## src/rtl/irrigation_countdown_ctrl.sv

```systemverilog
// Irrigation-duration sequencer: MM:SS BCD countdown with a built-in 1 Hz
// prescaler, pause/resume, abort, and valve/done/preset_err control.
module irrigation_countdown_ctrl #(
    parameter int unsigned DIV = 50000000
) (
    input  logic       clk,
    input  logic       rst_n,
    input  logic       start,
    input  logic       pause,
    input  logic       abort,
    input  logic [7:0] preset_m,
    input  logic [7:0] preset_s,
    output logic [7:0] min_bcd,
    output logic [7:0] sec_bcd,
    output logic       valve,
    output logic       busy,
    output logic       done,
    output logic       preset_err
);

    localparam int unsigned PW = (DIV > 1) ? $clog2(DIV) : 1;

    localparam logic [1:0] S_IDLE  = 2'd0;
    localparam logic [1:0] S_RUN   = 2'd1;
    localparam logic [1:0] S_PAUSE = 2'd2;

    logic [1:0]    state_q, state_d;
    logic [3:0]    min_t_q, min_t_d;
    logic [3:0]    min_u_q, min_u_d;
    logic [3:0]    sec_t_q, sec_t_d;
    logic [3:0]    sec_u_q, sec_u_d;
    logic [PW-1:0] presc_q, presc_d;
    logic          valve_q, valve_d;
    logic          busy_q, busy_d;
    logic          done_q, done_d;
    logic          err_q, err_d;

    logic          tick_c;
    logic          preset_bad_c;
    logic          count_one_c;
    logic [3:0]    dec_min_t_c, dec_min_u_c, dec_sec_t_c, dec_sec_u_c;

    assign tick_c = (presc_q == PW'(DIV - 1));

    assign preset_bad_c = (preset_m[7:4] > 4'd9) || (preset_m[3:0] > 4'd9) ||
                          (preset_s[7:4] > 4'd5) || (preset_s[3:0] > 4'd9) ||
                          ({preset_m, preset_s} == 16'h0000);

    assign count_one_c = ({min_t_q, min_u_q, sec_t_q, sec_u_q} == 16'h0001);

    // One-second decrement with borrow through sec units -> sec tens -> min units -> min tens
    always_comb begin
        logic b_su, b_st, b_mu;
        b_su        = (sec_u_q == 4'd0);
        dec_sec_u_c = b_su ? 4'd9 : sec_u_q - 4'd1;
        b_st        = b_su && (sec_t_q == 4'd0);
        dec_sec_t_c = b_su ? ((sec_t_q == 4'd0) ? 4'd5 : sec_t_q - 4'd1) : sec_t_q;
        b_mu        = b_st && (min_u_q == 4'd0);
        dec_min_u_c = b_st ? ((min_u_q == 4'd0) ? 4'd9 : min_u_q - 4'd1) : min_u_q;
        dec_min_t_c = b_mu ? min_t_q - 4'd1 : min_t_q;
    end

    always_comb begin
        state_d = state_q;
        min_t_d = min_t_q;
        min_u_d = min_u_q;
        sec_t_d = sec_t_q;
        sec_u_d = sec_u_q;
        presc_d = presc_q;
        done_d  = 1'b0;
        err_d   = 1'b0;

        if (abort) begin
            state_d = S_IDLE;
            min_t_d = 4'd0;
            min_u_d = 4'd0;
            sec_t_d = 4'd0;
            sec_u_d = 4'd0;
            presc_d = '0;
        end else begin
            case (state_q)
                S_IDLE: begin
                    if (start) begin
                        if (preset_bad_c) begin
                            err_d = 1'b1;
                        end else begin
                            state_d = S_RUN;
                            min_t_d = preset_m[7:4];
                            min_u_d = preset_m[3:0];
                            sec_t_d = preset_s[7:4];
                            sec_u_d = preset_s[3:0];
                            presc_d = '0;
                        end
                    end
                end
                S_RUN: begin
                    if (pause) begin
                        // Prescaler holds so the sub-second fraction survives the pause
                        state_d = S_PAUSE;
                    end else if (tick_c) begin
                        presc_d = '0;
                        if (count_one_c) begin
                            state_d = S_IDLE;
                            done_d  = 1'b1;
                        end
                        min_t_d = dec_min_t_c;
                        min_u_d = dec_min_u_c;
                        sec_t_d = dec_sec_t_c;
                        sec_u_d = dec_sec_u_c;
                    end else begin
                        presc_d = presc_q + PW'(1);
                    end
                end
                S_PAUSE: begin
                    if (pause) begin
                        state_d = S_RUN;
                    end
                end
                default: begin
                    state_d = S_IDLE;
                end
            endcase
        end

        valve_d = (state_d == S_RUN);
        busy_d  = (state_d == S_RUN) || (state_d == S_PAUSE);
    end

    always_ff @(posedge clk or negedge rst_n) begin
        if (!rst_n) begin
            state_q <= S_IDLE;
            min_t_q <= 4'd0;
            min_u_q <= 4'd0;
            sec_t_q <= 4'd0;
            sec_u_q <= 4'd0;
            presc_q <= '0;
            valve_q <= 1'b0;
            busy_q  <= 1'b0;
            done_q  <= 1'b0;
            err_q   <= 1'b0;
        end else begin
            state_q <= state_d;
            min_t_q <= min_t_d;
            min_u_q <= min_u_d;
            sec_t_q <= sec_t_d;
            sec_u_q <= sec_u_d;
            presc_q <= presc_d;
            valve_q <= valve_d;
            busy_q  <= busy_d;
            done_q  <= done_d;
            err_q   <= err_d;
        end
    end

    assign min_bcd    = {min_t_q, min_u_q};
    assign sec_bcd    = {sec_t_q, sec_u_q};
    assign valve      = valve_q;
    assign busy       = busy_q;
    assign done       = done_q;
    assign preset_err = err_q;

endmodule
```

## config.mk

```make
export PLATFORM = sky130hd
export DESIGN_NAME = irrigation_countdown_ctrl
export DESIGN_NICKNAME = d
export VERILOG_FILES = /design/src/rtl/irrigation_countdown_ctrl.sv
export SDC_FILE = /design/constraint.sdc
export NUM_CORES = 1
export LEC_CHECK = 0
export BUFFER_PORTS_ARGS = -buffer_cell sky130_fd_sc_hd__buf_2
export CAP_MARGIN = 5
export CORE_UTILIZATION = 41
export CTS_BUF_LIST = sky130_fd_sc_hd__clkbuf_8
export CTS_CLUSTER_SIZE = 20
export DETAILED_ROUTE_END_ITERATION = 8
export SYNTH_ARGS = -nofsm -noshare
export SYNTH_HDL_FRONTEND = slang
export SYNTH_SLANG_ARGS = --single-unit
```

## constraint.sdc

```tcl
create_clock -name clk -period 2.2 [get_ports clk]
set_input_delay 0.66 -clock clk [delete_from_list [all_inputs] [get_ports clk]]
set_output_delay 0.66 -clock clk [all_outputs]
set_load 0.005 [all_outputs]
```

==> results.ini, run 1 <==
[cts]
ctsHoldBuffers = 0
clk_latency_ns = 0.31
cts_buffers = 5
clk_pin_slew_worst_paths_ns = 0.10
cts_tree = built
h-tree-depth = 2
clk_path_buf_depth = 2
clock_sinks = 48
cts_root_buf = clkbuf_8

[route]
firstDrtPassIters = 5
antenna_left = 0
drcViolationCount = 0
first_iter_violations = 238
routedWlPerCell_um = 16.8
wl_um = 8450
route.vias.total = 3000
drt-vias-per-instance = 5.96

[global_route]
grt_first_pass_wirelength_um = 14100
grt_max_degree = 49
grt_pass1_vias = 2821
antenna_found_initial = 0
grt_usage_pct = 24.1
grt_overflow_total = 0

[cells_and_area]
layout-drive-gt1-share_pct = 28.1
nNetsFinal = 447
syn2layout_area_growth_pct = 28.5
num-fill-cells = 642
diodes = 0

[sta]
skew_ns = 0.0111
slew_violations = 0
rsz0062_at_grt = yes
tightestPinTransition_ns = 0.500
layout_setup_ws_ns = 0.0853
period_share_pct = 96.1
setup_viol_count_final = 0
min_period_ns = 2.11
worst_hold_slack_ns = 0.316
fmax_ghz = 0.473
finalHoldViolCount = 0
slew_headroom_pct = 66.4

[worst_setup_path]
cp-end-kind = register
worst-path-max-fanout = 5
ff2ff_path_depth = 6
start_kind = register
path_class = reg2reg
slowest_stage = dfrtp_1
required_ns = 2.40
rr_endpoint = sec_t_q[1]
rrSetupSlack_ns = 0.09
slowest_delay_ns = 0.42
crit_arrival_ns = 2.31
r2r_start = presc_q[8]
crit_chain = nor4b_2, nand4_1, nor2_2, a21oi_1, or2_1, o41ai_2

[synth]
syn_inst = 337
yosysUniqueCellTypes = 56
syn_avg_cell_area_um2 = 8.51
synthMostInstantiatedCell = dfrtp_1
syn_area_um2 = 2870
synth_flop_cell = dfrtp_1
synth_seq_cells = 48
yosys_warnings = 0
synth_common_cells = dfrtp_1, o21ai_0, nor2_1
synth_top_area_cell = dfrtp_1
async_flop_share_pct = 100
netlist_top_cells_area = dfrtp_1, o21ai_0, nor2_1
seq_area_frac_synth_pct = 41.9
synth_top_area_share_pct = 41.9
synth_edf_count = 0
synth_nets = 361

[power]
ir_worst_vdd_uv = 285
p_leak_uw = 0.00170
powerDensity_nw_per_um2 = 533
finalPower_uw = 1960

[floorplanning]
fp-row-count = 30
ios = 41
die_y_um = 85.6
dieWidth_um = 85.6
die-area_um2 = 7330
initial_core_util_pct = 42.4
coreArea_um2 = 6760

[placed_design]
gp_congestion = 0.894
portBuffers = 40
dp_hpwl_um = 6070
dp_slack_ns = -0.0602

[status]
status = finished, final reports clean

[flow_run]
maxCapViolCount = 0

[worst_hold_path]
holdCritPathClass = in2async

-- repair_timing --
action	CTS	global route
pin swaps	1	9
endpoints found under the setup margin	1	19
setup buffers	0	2
resized for setup	1	7
hold endpoints to repair	0	0
-- area by class of cell --
cell class / count / area (µm²) / share of cell area (%)
clock buffer: 6 / 82.6 / 2.24
clock inverter: 1 / 8.76 / 0.238
inverter: 6 / 22.5 / 0.611
multi-input combinational: 265 / 1600 / 43.5
sequential: 48 / 1200 / 32.6
tap: 80 / 100 / 2.72
timing repair buffer: 97 / 666 / 18.1
-- cell usage in the layout (no fill, tap or decap), types with 12 or more instances in the layout --
| cell type | count |
|---|---|
| nand4_1 | 12 |
| nor3_1 | 12 |
| nor2_1 | 36 |
| o31ai_1 | 12 |
| o21ai_0 | 45 |
| a21oi_1 | 21 |
| buf_4 | 54 |
| dfrtp_1 | 48 |
| buf_2 | 40 |
| nand3_1 | 12 |
| nand2_1 | 21 |
-- per-layer routing --
metal  vias to the layer above  track usage (%)  wire, µm
li1                       1464                -         -
met1                      1440             34.7      4160
met2                        89             38.5      3850
met3                         7             2.50       358
met4                         0             7.27        74
met5                         -                0         0
-- how the worst max path moves through the flow --
stage	end	cells past startpoint	start	slack, ns
2_1_floorplan	presc_q[11]	7	presc_q[0]	0.10
3_3_place_gp	busy	9	preset_m[7]	-0.05
3_5_place_dp	presc_q[11]	9	preset_m[7]	-0.06
4_1_cts	min_u_q[3]	8	presc_q[0]	0.03
5_1_grt	busy	7	min_t_q[3]	-0.02
6_report	sec_t_q[1]	6	presc_q[8]	0.09
-- report_power, final --
part	switching (µW)	internal [µW]	leakage, µW
Clock	311	252	0.0000473
Sequential	43.4	923	0.000655
Combinational	236	199	0.000998
Total	591	1370	0.00170
-- flip-flops by register name (all words and copies together), names as in the netlist --
signal and count:
presc_q 26, min_t_q 4, min_u_q 4, sec_t_q 4, sec_u_q 4, state_q 2, busy 1, done 1
preset_err 1, valve 1
-- metrics by stage --
step                      utilization (%)  instances  instance area (µm²)  setup TNS, ns
after floorplan                         -        337                 2870              0
final                                54.5        503                 3680              0
after global placement               52.4        494                 3540         -0.357
after global routing                 54.5        503                 3680        -0.0228
after detailed placement             52.4        494                 3540         -0.655
after CTS                            53.8        501                 3630              0
-- worst max-delay path, delay by kind of cell, from the launching register on --
kind	cells	cell delay (ns)
compound gates	2	0.47
flops	1	0.42
simple gates	4	1.13
-- cells by family (layout without fill, tap and decap cells) --
| family | Yosys count | in the layout | share of synthesized area [%] |
|---|---|---|---|
| mux | 2 | 2 | 0.742 |
| simple gates | 137 | 137 | 25.7 |
| fa+ha+maj | 3 | 3 | 1.31 |
| flops | 48 | 48 | 41.9 |
| buf+inv | 24 | 110 | 3.62 |
| compound gates | 123 | 123 | 26.7 |
No activity file was read; power rests on OpenSTA's default activity.
==> run 2, diff against run 1 <==
- MAX_ROUTING_LAYER: not set -> met4
==> results.ini, run 2 (synthesized netlist as in run 1, its figures left out) <==
[cells_and_area]
layout_common_cells = buf_4, dfrtp_1, o21ai_0, buf_2, nor2_1
regMostFlops = presc_q
final_cells = 506  ; +0.60%
nNetsFinal = 449  ; +0.45%
syn2layout_area_growth_pct = 30.4
largest_reg_flops = 26  ; unchanged
layout-drive-gt1-share_pct = 28.9  ; +0.74 points
layout_commonest_cell = buf_4
diodes = 0  ; unchanged

[power]
powerDensity_nw_per_um2 = 528  ; -0.85%
p_int_uw = 1380  ; +0.67%
finalPower_uw = 1980  ; +0.60%
p_seq_share_pct = 49.0  ; -0.2 points
ir_worst_vdd_uv = 299  ; +4.8%
p_leak_uw = 0.00174  ; +2.3%
p_comb_share_pct = 22.1  ; about the same
switching_share_pct = 30.0  ; -0.048 points
p_switching_uw = 593  ; +0.43%
clock_power_share_pct = 28.9  ; +0.2 points

[sta]
rsz0062_at_grt = yes
setup_tns_ns = -0.0401  ; -0.0401 ns
layout_setup_ws_ns = -0.0255  ; -0.111 ns
finalHoldViolCount = 0  ; unchanged
setup_viol_count_final = 2  ; +2
period_share_pct = 101  ; +5.0 points
skew_ns = 0.0113  ; +0.000257 ns
slew_violations = 0  ; unchanged
slew_headroom_pct = 69.1  ; +2.7 points
min_period_ns = 2.23  ; +0.111 ns
fmax_ghz = 0.449  ; -5.0%
tightestPinTransition_ns = 0.464  ; -0.0364 ns

[cts]
cts_buffers = 5  ; unchanged
clk_path_buf_depth = 2  ; unchanged
clk_pin_slew_worst_paths_ns = 0.09  ; about the same
cts_tree = built
cts_root_buf = clkbuf_8
clock_sinks = 48  ; unchanged
ctsHoldBuffers = 0  ; unchanged
clk_latency_ns = 0.31  ; about the same
h-tree-depth = 2  ; unchanged

[route]
routedWlPerCell_um = 16.6  ; -1.3%
antenna_left = 0  ; unchanged
drcViolationCount = 0  ; unchanged
route.vias.total = 3058  ; +1.9%
wl_um = 8390  ; -0.67%
first_iter_violations = 248  ; +4.2%
drt-vias-per-instance = 6.04  ; +1.3%
firstDrtPassIters = 5  ; unchanged

[worst_setup_path]
path_class = reg2reg
crit_chain = ha_2, and4_4, nand4_1, buf_4, nor3b_4, o211ai_1, buf_4, a22o_1
cpMostUsedCell = buf_4
crit_arrival_ns = 2.42  ; +0.11 ns
slowest_stage = dfrtp_1
worst-path-max-fanout = 3  ; -2
slowest_delay_ns = 0.37  ; -0.05 ns
rr_endpoint = min_u_q[0]
r2r_start = presc_q[0]
start_kind = register
rrSetupSlack_ns = -0.03  ; -0.11 ns
ff2ff_path_depth = 8  ; +2
cp-end-kind = register
required_ns = 2.39  ; about the same

[floorplanning]
ios = 41  ; unchanged
die-area_um2 = 7330  ; unchanged
initial_core_util_pct = 42.4  ; unchanged
die_y_um = 85.6  ; unchanged
coreArea_um2 = 6760  ; unchanged
fp-row-count = 30  ; unchanged
dieWidth_um = 85.6  ; unchanged

[flow_run]
maxCapViolCount = 0  ; unchanged

[placed_design]
gp_congestion = 0.891  ; -0.28%
dp_cells = 490  ; -0.81%
dp_hpwl_um = 6040  ; -0.45%
portBuffers = 40  ; unchanged

[worst_hold_path]
holdCritPathClass = in2async

[global_route]
grt_first_pass_wirelength_um = 14000  ; -0.79%
grt_pass1_vias = 2852  ; +1.1%
grt_max_degree = 49  ; unchanged
grt_usage_pct = 24.7  ; +0.59 points
grt_overflow_total = 0  ; unchanged
antenna_found_initial = 0  ; unchanged

[status]
status = finished with violations
violations = setup timing

## run 2: through the flow
stage | utilization, % | instance area [µm²] | hold WS [ns] | worst slack, ns
after CTS | 53.5 | 3620 | 0.335 | -0.0167
after floorplan | - | 2870 | 0.364 | 0.103
after global placement | 52.1 | 3520 | 0.465 | -0.0658
after detailed placement | 52.1 | 3520 | 0.477 | -0.110
final | 55.3 | 3740 | 0.320 | -0.0255
after global routing | 55.3 | 3740 | 0.344 | -0.103
## run 2: per-layer routing
layer | up-vias | routed length (µm) | track usage [%]
met2 | 96 | 3900 | 37.4
met5 | - | 0 | -
met1 | 1485 | 3970 | 34.7
li1 | 1466 | - | -
met4 | 0 | 93 | 7.73
met3 | 11 | 423 | 2.98
## run 2: area by class of cell
class | count | area [µm²]
inverter | 6 | 22.5
sequential | 48 | 1200
clock buffer | 6 | 82.6
fill | 630 | 3020
tap | 80 | 100
multi-input combinational | 265 | 1620
clock inverter | 2 | 13.8
timing repair buffer | 99 | 697
## run 2: worst max path at each step
stage,start,endpoint,slack (ns),cells past startpoint
finish,presc_q[0],min_u_q[0],-0.03,8
global route,presc_q[0],min_u_q[0],-0.10,8
CTS,presc_q[0],presc_q[9],-0.02,8
detailed placement,preset_m[7],sec_u_q[1],-0.11,8
global placement,preset_m[7],sec_u_q[1],-0.07,8
floorplan,presc_q[0],presc_q[11],0.10,7
## run 2: power by group through the flow
stage               Clock, µW  Sequential (µW)  Combinational (µW)
CTS                       591              967                 418
floorplan                   0              989                 187
finish                    571              968                 436
global route              622              974                 478
global placement            0              982                 414
detailed placement          0              982                 417
## run 2: timing repair
item / in CTS / in global routing
pin swaps: 0 / 11
buffers inserted: 0 / 8
resized for setup: 0 / 15
endpoints found under the setup margin: 1 / 31
## run 2: critical path, delay by kind of cell (launching register included)
| kind | cells | cell delay, ns |
|---|---|---|
| AND/OR/NAND/NOR | 3 | 0.69 |
| AO/OA/AOI/OAI | 2 | 0.42 |
| adder cells (fa/ha/maj) | 1 | 0.19 |
| flip-flops | 1 | 0.37 |
| buffers and inverters | 2 | 0.43 |
